### src/rtl/itype_fetch_unit.sv
// In-order instruction fetch with DEPTH-entry prefetch FIFO and flush/drain; ITYPE_ILLEGAL_FILTER_EN swaps non-OP-IMM words for NOP.
// Latency: request issued the cycle after reset; response word visible on instr_* one cycle after rsp_valid.
// Backpressure: requests are credit-limited (FIFO entries + outstanding < DEPTH), so responses are never stalled.
module itype_fetch_unit #(
    parameter int                 ADDR_W   = 32,
    parameter int                 DEPTH    = 4,
    parameter logic [ADDR_W-1:0]  RESET_PC = '0
) (
    input  logic              clk,
    input  logic              rst,
    output logic              imem_req_valid,
    output logic [ADDR_W-1:0] imem_req_addr,
    input  logic              imem_req_ready,
    input  logic              imem_rsp_valid,
    input  logic [31:0]       imem_rsp_data,
    output logic              instr_valid,
    output logic [31:0]       instr_data,
    output logic [ADDR_W-1:0] instr_pc,
    input  logic              instr_ready,
    input  logic              flush,
    input  logic [ADDR_W-1:0] flush_pc,
    output logic              illegal_seen
);

    localparam int PW = $clog2(DEPTH);
    localparam int CW = PW + 1;

    typedef enum logic {FETCH, DRAIN} state_t;

    state_t            state, state_nxt;
    logic [ADDR_W-1:0] pc;
    logic [CW-1:0]     outstanding, drop, drop_nxt, count;
    logic [CW:0]       credit_used;
    logic              req_fire, push, pop;
    logic [31:0]       push_data;

    logic [31:0]       dmem [DEPTH];
    logic [ADDR_W-1:0] pmem [DEPTH];
    logic [ADDR_W-1:0] pcq  [DEPTH];
    logic [PW-1:0]     d_wr, d_rd, q_wr, q_rd;
    logic [31:0]       hold_data;
    logic [ADDR_W-1:0] hold_pc;

    assign credit_used    = {1'b0, count} + {1'b0, outstanding};
    assign imem_req_valid = (state == FETCH) && !flush && (credit_used < (CW+1)'(DEPTH));
    assign imem_req_addr  = pc;
    assign req_fire       = imem_req_valid && imem_req_ready;
    assign push           = imem_rsp_valid && (state == FETCH) && !flush;
    assign instr_valid    = (count != '0);
    assign pop            = instr_valid && instr_ready && !flush;
    assign instr_data     = instr_valid ? dmem[d_rd] : hold_data;
    assign instr_pc       = instr_valid ? pmem[d_rd] : hold_pc;

`ifdef ITYPE_ILLEGAL_FILTER_EN
    logic rsp_legal;
    assign rsp_legal = (imem_rsp_data[6:0] == 7'b0010011);
    assign push_data = rsp_legal ? imem_rsp_data : 32'h0000_0013;

    always_ff @(posedge clk) begin
        if (rst) begin
            illegal_seen <= 1'b0;
        end else if (push && !rsp_legal) begin
            illegal_seen <= 1'b1;
        end
    end
`else
    assign push_data    = imem_rsp_data;
    assign illegal_seen = 1'b0;
`endif

    // Responses still owed to flushed requests are counted down in DRAIN.
    always_comb begin
        state_nxt = state;
        drop_nxt  = drop;
        case (state)
            FETCH: begin
                if (flush) begin
                    drop_nxt = outstanding - CW'(imem_rsp_valid);
                    if (drop_nxt != '0) state_nxt = DRAIN;
                end
            end
            DRAIN: begin
                if (imem_rsp_valid) begin
                    drop_nxt = drop - CW'(1);
                    if (drop_nxt == '0) state_nxt = FETCH;
                end
            end
            default: state_nxt = FETCH;
        endcase
    end

    always_ff @(posedge clk) begin
        if (rst) begin
            state       <= FETCH;
            drop        <= '0;
            pc          <= RESET_PC;
            outstanding <= '0;
            q_wr        <= '0;
            q_rd        <= '0;
            d_wr        <= '0;
            d_rd        <= '0;
            count       <= '0;
            hold_data   <= '0;
            hold_pc     <= '0;
        end else begin
            state <= state_nxt;
            drop  <= drop_nxt;
            if (count != '0) begin
                hold_data <= dmem[d_rd];
                hold_pc   <= pmem[d_rd];
            end
            if (flush) begin
                pc          <= flush_pc;
                outstanding <= '0;
                q_wr        <= '0;
                q_rd        <= '0;
                d_wr        <= '0;
                d_rd        <= '0;
                count       <= '0;
            end else begin
                if (req_fire) begin
                    pc   <= pc + ADDR_W'(4);
                    q_wr <= q_wr + PW'(1);
                end
                if (state == FETCH) outstanding <= outstanding + CW'(req_fire) - CW'(push);
                if (push) begin
                    q_rd <= q_rd + PW'(1);
                    d_wr <= d_wr + PW'(1);
                end
                if (pop) d_rd <= d_rd + PW'(1);
                count <= count + CW'(push) - CW'(pop);
            end
        end
    end

    // Storage arrays carry no reset; occupancy is tracked by the pointers above.
    always_ff @(posedge clk) begin
        if (req_fire) pcq[q_wr] <= pc;
        if (push) begin
            dmem[d_wr] <= push_data;
            pmem[d_wr] <= pcq[q_rd];
        end
    end

endmodule

### config.mk
export PLATFORM = sky130hd
export DESIGN_NAME = itype_fetch_unit
export DESIGN_NICKNAME = d
export VERILOG_FILES = /design/src/rtl/itype_fetch_unit.sv
export SDC_FILE = /design/constraint.sdc
export NUM_CORES = 1
export LEC_CHECK = 0
export CAP_MARGIN = 20
export CELL_PAD_IN_SITES_DETAIL_PLACEMENT = 0
export CELL_PAD_IN_SITES_GLOBAL_PLACEMENT = 1
export CORE_ASPECT_RATIO = 0.6
export CORE_UTILIZATION = 53
export DETAILED_ROUTE_END_ITERATION = 12
export PLACE_DENSITY = 0.82
export SLEW_MARGIN = 20
export SYNTH_ARGS = -nofsm -noshare
export SYNTH_HDL_FRONTEND = slang
export SYNTH_SLANG_ARGS = --single-unit
### constraint.sdc
create_clock -name clk -period 5.1 [get_ports clk]
set_input_delay 0.51 -clock clk [delete_from_list [all_inputs] [get_ports clk]]
set_output_delay 0.51 -clock clk [all_outputs]
set_load 0.01 [all_outputs]
Word-level counts from Yosys, hierarchy flattened --
Memories as Yosys holds them, arrays and structs flattened. A register that Yosys moved wholly into a read port is not among the register bits. Index checks and enable logic that the tools add are counted.
Storage, ports and cells: logic and storage cells 66, RAM bits 384, output and inout bits 99, bits of input ports 70, register bits 114, memories kept 3
Operators by class: $lt $le $gt $ge 1, add/subtract/negate cells 12, muxes and demuxes 22, bitwise operators 1, reductions and logical operators 14, eq/ne operators 2
Memory list:
- dmem | depth 4, bits a word 32, rd ports 1, clocked after Yosys merged registers in 1, wr ports 1, line 37 | logic [31:0] dmem [DEPTH];
- pcq | depth 4, bits a word 32, rd ports 1, clocked after Yosys merged registers in 1, wr ports 1, line 39 | logic [ADDR_W-1:0] pcq [DEPTH];
- pmem | depth 4, bits a word 32, rd ports 1, clocked after Yosys merged registers in 1, wr ports 1, line 38 | logic [ADDR_W-1:0] pmem [DEPTH];
Operator list (number):
- $mux W32 | 4
- $add A32 B3 Y32 const B | 1
- $mux W2 | 6
- $sub A3 B1 Y3 | 3
- $add A2 B1 Y2 const B | 4
- $mux W1 | 8
- $logic_and A1 B1 Y1 | 7
- $add A3 B1 Y3 | 2
- $mux W3 | 2
- $pmux W3 S2 | 1
- $reduce_bool A3 Y1 | 2
- $add A3 B3 Y4 | 1
- $lt A4 B3 Y1 const B | 1
- $ne A2 B2 Y1 const B | 2
- $logic_not A3 Y1 | 1
- $sub A3 B1 Y3 const B | 1
- $pmux W1 S2 | 1
- $reduce_and A2 Y1 | 1
- $reduce_bool A2 Y1 | 1
- $reduce_or A2 Y1 | 1
- $logic_not A1 Y1 | 1
- $not A1 Y1 | 1

Depth between registers and ports, before layout --
Gate-level depths: netlist of run 1.
word-level depth 6, gate-level depth with buffers 12, depth with buffers taken out 11

Least setup slack after synthesis of run 1 --
Ideal clock, no wire load.
path kind input to register, from input port flush, to register outstanding[2], data arrival time 2721 ps, library setup time 70 ps, data required time 5030 ps, path buffers 2, stages on the path 12, slack 2309 ps, cell sequence buf_2 -> nor2_4 -> and4_4 -> clkinv_4 -> clkbuf_1 -> ha_1 -> inv_1 -> ha_1 -> fa_1 -> xor2_1 -> or3_1 -> a21oi_1
Between the ends: longest elaborated chain between the ends 6, elaborated cells on any way between the ends 8, classes of those cells add/sub: 2; reduce/logical: 6
Ends and longest elaborated chain:
- from (decl) | line 20 | input logic flush,
- $logic_not A1 Y1 | line 45, 48
- $logic_and A1 B1 Y1 (2 in a row) | line 45 | assign imem_req_valid = (state == FETCH) && !flush && (credit_used < (CW+1)'(DEPTH));
- $logic_and A1 B1 Y1 | line 47 | assign req_fire = imem_req_valid && imem_req_ready;
- $add A3 B1 Y3 | line 125 | if (state == FETCH) outstanding <= outstanding + CW'(req_fire) - CW'(push);
- $sub A3 B1 Y3 | line 125
- to (signal assigned) | line 125
- to (decl) | line 32 | logic [CW-1:0] outstanding, drop, drop_nxt, count;
Several ways; a longest one is shown, not always the timed one. A chain may end at the register's enable or synchronous reset.

==> results.py, run 1 <==
metrics = {
    "drt": {
        "viasPerCell": 5.744,
        "drtAntennaViolNets": 0,
        "drcViolationCount": 0,
        "num_vias": 10167,
        "drt-initial-drc-count": 713,
        "wl_per_cell_um": 22.88,
        "drt_first_pass_iters": 5,
        "routed_wl_um": 40500,
    },
    "synthesis": {
        "syn-num-nets": 1177,
        "synth-edff-count": 384,
        "ys_types": 59,
        "dominantRegCellSynth": "edfxtp_1",
        "seq_area_frac_synth": 0.7165,
        "ys_ff_latch": 502,
        "avgSynthCellArea_um2": 17.85,
        "async_flop_share": 0,
        "synthCells": 1086,
        "synth_area_um2": 19390,
        "ys.warnings.count": 0,
    },
    "setup_path": {
        "path_class": "reg -> out",
        "setup.worst_path.end_class": "output port",
        "crit_path_max_fanout": 31,
        "crit_required_ps": 4590,
        "arrival_ps": 3180,
        "worstSetupStartpointType": "flop",
    },
    "sta": {
        "setup_tns_ps": 0,
        "finalWorstSetupSlack_ps": 1415,
        "worstMarginPinSlew_ps": 1015,
        "fmax_ghz": 0.2714,
        "max_slew_margin": 0.3233,
        "setup-violations-final": 0,
        "timing.final.crit_period_ps": 3685,
        "finalCritPeriodShare": 0.7226,
        "maxSlewViolCount": 0,
        "clock_skew_ps": 13.38,
        "hold_viol_final": 0,
        "rsz0062_at_grt": "no",
    },
    "floorplanning": {
        "fp-row-count": 53,
        "start_util": 0.5465,
        "die_h_um": 150.2,
        "core_area_um2": 35480,
        "top_level_ports": 169,
        "fp.dieW_um": 248.9,
        "dieArea_um2": 37380,
    },
    "placed_design": {
        "hpwl_um": 25000,
        "placed_area_um2": 21560,
        "gp_congestion": 0.8117,
        "place_inst": 1686,
        "port_buffers": 167,
        "place_ws_ps": 1676,
    },
    "cts": {
        "cts.repair.resized": 0,
        "clockRootBuffer": "clkbuf_16",
        "clock_sinks": 502,
        "clockBufferDepth": 3,
        "clk_pin_slew_worst_paths_ps": 60,
        "worstSkewPairLatency_ps": 550,
        "cts_inserted_buffers": 45,
        "post_cts_buffers": 0,
        "cts_hold_buf": 0,
        "htreeDepth": 2,
        "cts_tree": "done",
    },
    "layout": {
        "final_common_cell": "edfxtp_1",
        "num_antenna_cells": 0,
        "drive_above_1_share": 0.2064,
        "area_delta_synth_final_pct": 18.42,
        "final_area_um2": 22960,
        "stdcell_count": 1770,
        "fin_nets": 1357,
        "layout_common_cells": "384 x edfxtp_1, 166 x clkdlybuf4s50_1, 114 x dfxtp_1, 96 x mux4_2, 68 x nor2b_1",
    },
    "grt": {
        "grt_pass1_vias": 10454,
        "gr-total-overflow": 0,
        "antenna_found_initial": 0,
        "grt_max_degree": 53,
        "grt.total_usage": 0.2213,
        "grt_pass1_wl_um": 62470,
    },
    "power": {
        "p_leak_uw": 0.007654,
        "ir_drop_mv": 0.2524,
        "power_uw": 8361,
        "p_per_area_nw_per_um2": 364.1,
    },
    "job": {
        "drv_cap": 0,
    },
    "hold_path": {
        "min_path_type": "in -> reg",
    },
    "outcome": {
        "outcome": "completed",
    },
}
==> layout make-up <==
cell class	count	area, µm²
Timing Repair Buffer	187	1819
Fill cell	2452	12520
Clock buffer	67	1291
Clock inverter	17	112.6
Inverter	30	117.6
Tap cell	467	584.3
Sequential cell	502	13900
Multi-Input combinational cell	500	5135
==> metal layers <==
layer	GRT usage	routed length, µm
met1	0.3281	18780
met2	0.3471	18860
met3	0.04340	2367
met4	0.04068	489
met5	0	0
==> stage by stage <==
| stage | util | hold slack (ps) |
|---|---|---|
| after floorplan | - | 457.0 |
| after global placement | 0.6076 | 472.4 |
| after detailed placement | 0.6076 | 482.5 |
| after CTS | 0.6472 | 457.1 |
| after global routing | 0.6472 | 492.9 |
| final | 0.6472 | 463.9 |
==> state kept, by name (all words and copies together), names as in the netlist, 3 cells and up, named ones only <==
name and cells:
drop 3, count 3, pcq 128, dmem 128
outstanding 3, imem_req_addr 32, pmem 128, hold_pc 32
hold_data 32
==> where the power goes <==
part	switching [µW]	internal, µW	leakage (µW)
logic	257	289	0.00249
clock network	1430	1810	0.000682
registers	73.6	4500	0.00448
total	1760	6600	0.00765
==> critical path, cell delays in order, from the launching register on <==
cell and delay [ps]:
dfxtp_4 820, buf_4 420, mux4_2 590, mux2_2 290, clkdlybuf4s50_1 490
==> synthesized netlist by cell type (3+ instances only) <==
cell / n / area [µm²]
o21ai_0: 10 / 50.05
a211oi_1: 3 / 22.52
nand2_1: 35 / 131.4
mux4_2: 96 / 2162
nand3_1: 15 / 75.07
a31oi_1: 7 / 43.79
dfxtp_1: 118 / 2362
clkbuf_1: 28 / 105.1
mux2i_1: 6 / 60.06
a21oi_1: 24 / 120.1
ha_1: 19 / 237.7
buf_2: 19 / 95.09
xor2_1: 8 / 70.07
o211ai_1: 3 / 22.52
and3_1: 10 / 62.56
nor4_1: 5 / 31.28
edfxtp_1: 384 / 11530
nor2b_1: 68 / 425.4
mux2_2: 65 / 732.0
o21a_1: 6 / 45.04
nor3_1: 7 / 35.03
inv_1: 28 / 105.1
xnor2_1: 13 / 113.9
nor2_1: 33 / 123.9
nand4_1: 17 / 106.4
buf_1: 3 / 11.26
a21o_1: 9 / 67.56
o41ai_1: 4 / 35.03
and2_1: 6 / 37.54
==> kinds of logic (layout without fill, tap and decap cells) <==
group	Yosys count	in the layout	synth area share
flops	502	502	0.7165
buf+inv	84	301	0.01916
xor+xnor	21	21	0.009486
compound gates	75	75	0.02517
other cells	1	1	0.0001934
mux	167	167	0.1524
fa+ha+maj	21	21	0.01433
simple gates	215	215	0.06279
==> final timing paths <==
path                        from             end  slack, ps  depth (start not counted)
hold / removal               rst         drop[1]        460                          2
hold reg to reg          drop[1]         drop[1]        490                          2
setup / recovery            flop    instr_pc[25]       1410                          4
setup reg to reg  outstanding[2]  outstanding[2]       1870                         11
No activity file was read; power rests on OpenSTA's default activity.
==> run 2, diff against run 1 <==
CORE_UTILIZATION = 45   (was 53)
PLACE_DENSITY = 0.74   (was 0.82)
clock period = 3.08 ns   (was 5.1 ns; I/O delays follow)
==> run 2 against run 1 <==
Effect of this change: final cell count is 7.7% higher; clock-buffer cell count decreased by 7; worst setup slack got worse by 1300 ps; routed wire length grew 2.8%; register-to-register slack worse by 1500 ps; global-route usage decreased by 3.0 points; via count up 0.18%; combinational power rose by 79%.
==> results.py, run 2 (same netlist as run 1, synthesis figures left out) <==
metrics = {
    "outcome": {
        "outcome": "completed",
    },
    "cts": {
        "clockRootBuffer": "clkbuf_16",
        "cts_tree": "done",
        "clock_sinks": 502,
        "worstSkewPairLatency_ps": 560,
        "clockBufferDepth": 3,
        "cts_hold_buf": 0,
        "clk_pin_slew_worst_paths_ps": 70,
        "htreeDepth": 2,
        "cts_inserted_buffers": 45,
    },
    "layout": {
        "drive_above_1_share": 0.2244,
        "num_antenna_cells": 0,
        "area_delta_synth_final_pct": 21.46,
        "final_common_cell": "edfxtp_1",
        "nFillCells": 3288,
        "fin_nets": 1392,
        "layout_common_cells": "384 x edfxtp_1, 166 x clkdlybuf4s50_1, 115 x dfxtp_1, 96 x mux4_2, 68 x nor2b_1",
        "reg_top3": "dmem (128), pcq (128), pmem (128)",
    },
    "power": {
        "p_per_area_nw_per_um2": 595.5,
        "pwr-share-seq": 0.537,
        "netSwitchingFraction": 0.2122,
        "ir_drop_mv": 0.3969,
        "intPower_uw": 11050,
        "power_frac_comb": 0.070,
        "p_sw_uw": 2976,
        "pwr-share-clk": 0.393,
        "p_leak_uw": 0.007889,
    },
    "sta": {
        "max_slew_margin": 0.5195,
        "worstMarginPinSlew_ps": 718.1,
        "clock_skew_ps": 26.51,
        "timing.final.crit_period_ps": 2946,
        "hold_viol_final": 0,
        "finalCritPeriodShare": 0.9565,
        "rsz0062_at_grt": "no",
        "setup_tns_ps": 0,
        "maxSlewViolCount": 0,
        "fmax_ghz": 0.3394,
        "fin_hold_ws_ps": 199.2,
        "setup-violations-final": 0,
    },
    "floorplanning": {
        "die_h_um": 162.8,
        "core_area_um2": 42160,
        "dieArea_um2": 43950,
        "start_util": 0.4599,
        "fp-row-count": 58,
        "top_level_ports": 169,
        "fp.dieW_um": 270.0,
    },
    "setup_path": {
        "crit_required_ps": 2770,
        "arrival_ps": 2640,
        "setup.worst_path.end_class": "output port",
        "crit_path_max_fanout": 37,
        "path_class": "reg -> out",
        "worstSetupStartpointType": "flop",
    },
    "hold_path": {
        "min_path_type": "in -> reg",
    },
    "grt": {
        "grt_pass1_vias": 10373,
        "grt_max_degree": 70,
        "grt.total_usage": 0.1918,
        "grt_pass1_wl_um": 63450,
        "antenna_found_initial": 0,
        "gr-total-overflow": 0,
    },
    "drt": {
        "routed_wl_um": 41640,
        "drcViolationCount": 0,
        "drt-initial-drc-count": 678,
        "drtAntennaViolNets": 0,
        "drt_first_pass_iters": 5,
        "viasPerCell": 5.341,
        "num_vias": 10185,
        "wl_per_cell_um": 21.84,
    },
    "placed_design": {
        "port_buffers": 167,
        "gp_congestion": 0.8000,
        "hpwl_um": 25820,
    },
    "job": {
        "drv_cap": 0,
    },
}
## run 2: cell count changes in the layout (fill, tap and decap cells not counted), sizes merged
cell      change
clkinvlp      -2
buf          +35
clkbuf        -7
clkinv        +3
bufinv        +3
inv           +2
## run 2: metrics by stage
| stage | power [µW] | setup WS [ps] | std cells | instance area [µm²] | utilization |
|---|---|---|---|---|---|
| final | 14020 | 134.0 | 1907 | 23550 | 0.5586 |
| after global routing | 14500 | 18.81 | 1907 | 23550 | 0.5586 |
| after CTS | 14170 | 55.19 | 1906 | 23530 | 0.5580 |
| after detailed placement | 8674 | 283.5 | 1821 | 22090 | 0.5240 |
| after global placement | 8654 | 295.4 | 1821 | 22090 | 0.5240 |
| after floorplan | 8160 | 299.1 | 1086 | 19390 | - |
## run 2: per-layer routing
layer,share of wire,up-vias,global-route usage,wire length (µm)
met5,0,-,0,0
li1,-,4648,-,-
met1,0.48,5217,0.2878,19800
met4,0.015,0,0.03848,618
met3,0.056,56,0.03479,2331
met2,0.45,264,0.2936,18890
## run 2: what timing repair did
item,in CTS,in global routing
gates resized for setup,0,1
setup buffers,2,1
endpoints found under the hold margin,0,0
setup endpoints to repair,3,1
## run 2: final cells by class
class | count | area (µm²) | area share
flip-flops and latches | 502 | 13900 | 0.5903
clock inverters | 23 | 219.0 | 0.009297
inverters | 30 | 117.6 | 0.004994
clock buffers | 60 | 1202 | 0.05105
well taps | 570 | 713.2 | 0.03028
multi-input cells | 500 | 5150 | 0.2187
repair buffers | 222 | 2247 | 0.09542
## run 2: final timing paths
path | startpoint | to | slack [ps] | cells past startpoint
setup / recovery | count[1] | instr_data[20] | 130 | 5
hold / removal | rst | drop[0] | 200 | 2
setup reg to reg | outstanding[2] | outstanding[2] | 370 | 11
hold reg to reg | drop[1] | drop[1] | 500 | 2
## run 2: worst max-delay path, stage by stage (launching register included)
cell             delay, ps
dfxtp_1                350
nor3_2                 260
buf_12                 270
buf_16                 260
mux2_2                 380
clkdlybuf4s50_1        520
## run 2: power groups by stage
stage,Clock (µW),Combinational (µW),Sequential (µW)
floorplan,0,483,7680
global placement,0,978,7680
detailed placement,0,989,7690
CTS,5640,995,7540
global route,5890,1060,7550
finish,5510,979,7540
